==> config.mk <==
export PLATFORM = sky130hd
export DESIGN_NAME = uart_tx_frame
export DESIGN_NICKNAME = d
export VERILOG_FILES = /design/src/rtl/uart_tx_frame.sv
export SDC_FILE = /design/constraint.sdc
export NUM_CORES = 1
export LEC_CHECK = 0
export BUFFER_PORTS_ARGS = -buffer_cell sky130_fd_sc_hd__buf_2
export CAP_MARGIN = 20
export CORE_ASPECT_RATIO = 0.75
export CORE_MARGIN = 8
export CORE_UTILIZATION = 53
export DETAILED_ROUTE_END_ITERATION = 7
export MAX_ROUTING_LAYER = met4
export PLACE_DENSITY = 0.86
export REMOVE_ABC_BUFFERS = 1
export SLEW_MARGIN = 15
export SYNTH_ARGS = -nofsm -noshare
export SYNTH_HDL_FRONTEND = slang
export SYNTH_SLANG_ARGS = --single-unit
==> constraint.sdc <==
create_clock -name Clock -period 2.27 [get_ports Clock]
set_clock_uncertainty 0.15 [all_clocks]
set_input_delay 0.454 -clock Clock [delete_from_list [all_inputs] [get_ports Clock]]
set_output_delay 0.454 -clock Clock [all_outputs]
set_load 0.01 [all_outputs]
==> src/rtl/uart_tx_frame.sv <==
// uart_tx_frame: UART transmit framer (start, data LSB first, optional parity, 1/2 stop bits) paced by a baud strobe.
// Define UART_TX_PARITY_EN to build the parity stage; otherwise ParityType is ignored.
module uart_tx_frame #(
    parameter int DATA_WIDTH = 8
) (
    input  logic                  Clock,
    input  logic                  ResetN,
    input  logic                  BaudTick,
    input  logic                  Send,
    input  logic [DATA_WIDTH-1:0] DataIn,
    input  logic [1:0]            ParityType,
    input  logic                  StopBits,
    output logic                  DataTx,
    output logic                  Busy,
    output logic                  Done
);
    localparam int CW = $clog2(DATA_WIDTH);
`ifdef UART_TX_PARITY_EN
    typedef enum logic [2:0] {IDLE, ARM, START, DATA, PARITY, STOP1, STOP2} state_t;
    logic r_par_en;
    logic r_par_bit;
`else
    typedef enum logic [2:0] {IDLE, ARM, START, DATA, STOP1, STOP2} state_t;
    logic w_unused;
    assign w_unused = ^ParityType;
`endif
    state_t                r_state;
    logic [DATA_WIDTH-1:0] r_shift;
    logic [CW-1:0]         r_cnt;
    logic                  r_stop2;
    logic                  r_tx;
    logic                  r_busy;
    logic                  r_done;
    logic                  w_last;
    assign w_last = r_cnt == CW'(DATA_WIDTH - 1);
    always_ff @(posedge Clock) begin
        if (!ResetN) begin
            r_state <= IDLE;
            r_shift <= '0;
            r_cnt   <= '0;
            r_stop2 <= 1'b0;
            r_tx    <= 1'b1;
            r_busy  <= 1'b0;
            r_done  <= 1'b0;
`ifdef UART_TX_PARITY_EN
            r_par_en  <= 1'b0;
            r_par_bit <= 1'b0;
`endif
        end else begin
            r_done <= 1'b0;
            case (r_state)
                IDLE: if (Send) begin
                    r_state <= ARM;
                    r_busy  <= 1'b1;
                    r_shift <= DataIn;
                    r_stop2 <= StopBits;
`ifdef UART_TX_PARITY_EN
                    r_par_en  <= ^ParityType;
                    r_par_bit <= (ParityType == 2'b01) ? ~^DataIn : ^DataIn;
`endif
                end
                // ARM aligns the start bit to a tick so it lasts a full bit period
                ARM: if (BaudTick) begin
                    r_state <= START;
                    r_tx    <= 1'b0;
                end
                START: if (BaudTick) begin
                    r_state <= DATA;
                    r_tx    <= r_shift[0];
                    r_shift <= r_shift >> 1;
                    r_cnt   <= '0;
                end
                DATA: if (BaudTick) begin
                    if (!w_last) begin
                        r_tx    <= r_shift[0];
                        r_shift <= r_shift >> 1;
                        r_cnt   <= r_cnt + 1'b1;
                    end else begin
`ifdef UART_TX_PARITY_EN
                        r_state <= r_par_en ? PARITY : STOP1;
                        r_tx    <= r_par_en ? r_par_bit : 1'b1;
`else
                        r_state <= STOP1;
                        r_tx    <= 1'b1;
`endif
                    end
                end
`ifdef UART_TX_PARITY_EN
                PARITY: if (BaudTick) begin
                    r_state <= STOP1;
                    r_tx    <= 1'b1;
                end
`endif
                STOP1: if (BaudTick) begin
                    r_state <= r_stop2 ? STOP2 : IDLE;
                    r_busy  <= r_stop2;
                    r_done  <= ~r_stop2;
                end
                STOP2: if (BaudTick) begin
                    r_state <= IDLE;
                    r_busy  <= 1'b0;
                    r_done  <= 1'b1;
                end
                default: begin
                    r_state <= IDLE;
                    r_tx    <= 1'b1;
                    r_busy  <= 1'b0;
                end
            endcase
        end
    end
    assign DataTx = r_tx;
    assign Busy   = r_busy;
    assign Done   = r_done;
endmodule

==> results.sh <==
export IMPL_status="finished, final reports clean"
export IMPL_required_ns=2.35
export IMPL_vias_per_cell=5.67
export IMPL_antenna_violating_nets_post_route=0
export IMPL_fin_crit_ns=1.76
export IMPL_start_util_pct=55.4
export IMPL_antenna_found_initial=0
export IMPL_synthCells=98
export IMPL_die_w_um=64.8
export IMPL_syn2layout_area_growth_pct=10.4
export IMPL_hold_viol_final=0
export IMPL_cts_root_buffer="clkbuf_4"
export IMPL_utilization_pct=61.2
export IMPL_final_cell_mix="dfxtp_1 (18), nand2_1 (15), buf_2 (15), mux2i_1 (10), o211a_1 (7)"
export IMPL_cap_viol_max_count=0
export IMPL_wirelength_um=1860
export IMPL_htreeDepth=1
export IMPL_period_share_pct=77.6
export IMPL_worstSetupStartpointType="flip-flop"
export IMPL_rsz0062_at_grt="no"
export IMPL_grt_pass1_vias=688
export IMPL_clock_latency_ns=0.30
export IMPL_cts_made_buffers=3
export IMPL_diodes=0
export IMPL_die_area_um2=3410
export IMPL_numPortBuffers=15
export IMPL_drv_slew=0
export IMPL_crit_type="flip-flop to flip-flop"
export IMPL_r2r_slack_ns=0.51
export IMPL_cp_arrival_ns=1.84
export IMPL_max_freq_mhz=568
export IMPL_drt_iter0_markers=32
export IMPL_io_pins=18
export IMPL_slew_headroom_pct=63.7
export IMPL_dr_pass1_iters=4
export IMPL_crit_buf_inv=0
export IMPL_ys_seq_area_share_pct=38.1
export IMPL_cp_end_kind="flip-flop"
export IMPL_place_ws_ns=0.552
export IMPL_die_h_um=52.6
export IMPL_grt_ovfl_total=0
export IMPL_power_total_w=0.000911
export IMPL_crit_family="flip-flops"
export IMPL_coreArea_um2=1710
export IMPL_cts_repair_resized=0
export IMPL_worst_path_max_fanout=14
export IMPL_ys_ff_latch=18
export IMPL_critPathMaxStageDelay_ns=0.68
export IMPL_vdd_drop_max_uv=630
export IMPL_synth_warning_count=0
export IMPL_fin_setup_tns_ns=0
export IMPL_leakage_nw=0.507
export IMPL_grt_max_degree=21
export IMPL_clockBufferDepth=2
export IMPL_grtUsageTotal_pct=11.5
export IMPL_synth_area_um2=946
export IMPL_vias=754
export IMPL_place_hpwl_um=1320
export IMPL_wire_per_inst_um=14.0
export IMPL_postCtsHoldBufs=0
export IMPL_hold_path_class="primary input to flip-flop"
export IMPL_layout_nets=130
export IMPL_cts_tree="yes"
export IMPL_worst_slack_ns=0.509
export IMPL_yosys_cell_types_count=31
export IMPL_cts_setup_buffers=0
export IMPL_crit_slowest_cell="dfxtp_1"
export IMPL_rows=13
export IMPL_cts_sinks=18
export IMPL_grt_pass1_wl_um=3030
export IMPL_drc=0
export IMPL_final_common_cell="dfxtp_1"
export IMPL_path_cells="nor4b_4, nand2b_1, a311oi_1, mux2i_1"
export IMPL_setup_violations=0
export IMPL_drive_above_1_share_pct=21.6
export IMPL_clk_pin_slew_ns=0.10
export IMPL_place_congestion=0.784
export IMPL_powerDensity_nw_per_um2=872
export IMPL_tightest_slew_ns=0.543
export IMPL_avgSynthCellArea_um2=9.65
## registers in the layout, indices dropped and copies added, names as in the netlist
name and flops:
r_stop2 1, r_state 3, Busy 1, DataTx 1
r_shift 8, Done 1, r_cnt 3
## power by group
group          internal, W  switching [W]  total (W)  leakage (nW)
sequential        0.000375      0.0000625   0.000437         0.148
combinational     0.000136       0.000139   0.000275         0.339
clock            0.0000978       0.000101   0.000198        0.0210
## worst min-delay path, cell delays in order
cell	delay (ns)
buf_2	0.07
nand3_1	0.05
o21ai_1	0.06
## worst paths after layout
path | start | to | depth (start not counted)
setup / recovery | r_state[0] | r_state[0] | 4
hold / removal | DataIn[7] | r_shift[7] | 3
setup reg to reg | r_state[0] | r_state[0] | 4
hold reg to reg | r_shift[7] | r_shift[7] | 2
## routing by layer
layer | up-vias | track usage [%] | share of wire, %
li1 | 377 | - | -
met1 | 354 | 12.3 | 47
met2 | 19 | 19.8 | 47
met3 | 4 | 4.91 | 5.5
met4 | 0 | 2.17 | 0.64
met5 | - | - | 0
## final cells by class
type / instances / area (µm²)
repair buffers: 16 / 82.6
flip-flops and latches: 18 / 360
clock buffers: 4 / 36.3
well taps: 22 / 27.5
inverters: 2 / 7.51
multi-input cells: 71 / 531
fillers: 144 / 663
## Yosys cell counts (all sizes together)
library cell | n | share of area, %
a211oi | 1 | 0.79
nor2b | 4 | 2.9
nor3b | 1 | 0.79
mux2i | 10 | 11
nor4b | 1 | 2.5
inv | 2 | 0.79
nand4b | 1 | 0.93
nand3 | 3 | 1.6
nor2 | 2 | 0.79
o21ai | 3 | 1.6
nand2b | 2 | 1.3
a311oi | 1 | 0.93
a21oi | 2 | 1.1
o22ai | 1 | 0.66
and4b | 1 | 1.1
a21o | 3 | 3.2
nand2 | 15 | 6.0
ha | 3 | 4.0
clkbuf | 2 | 0.79
dfxtp | 18 | 38
o211a | 7 | 7.4
or3b | 1 | 0.93
nand4 | 3 | 2.0
a21boi | 6 | 5.2
buf | 5 | 4.2
## kinds of logic (layout without fill, tap and decap cells)
group / Yosys count / after routing / synth area share [%]
buf+inv: 9 / 22 / 5.82
fa+ha+maj: 3 / 3 / 3.97
compound gates: 24 / 24 / 20.8
simple gates: 34 / 34 / 20.8
flops: 18 / 18 / 38.1
mux: 10 / 10 / 10.6
## stage by stage
| stage | instance area (µm²) | cells | hold slack, ns |
|---|---|---|---|
| 4_1_cts | 1040 | 133 | 0.231 |
| 3_3_place_gp | 1010 | 129 | 0.294 |
| 3_5_place_dp | 1010 | 129 | 0.294 |
| 5_1_grt | 1040 | 133 | 0.245 |
| 6_report | 1040 | 133 | 0.231 |
| 2_1_floorplan | 898 | 91 | 0.278 |
Power figures use the tool's default switching activity.
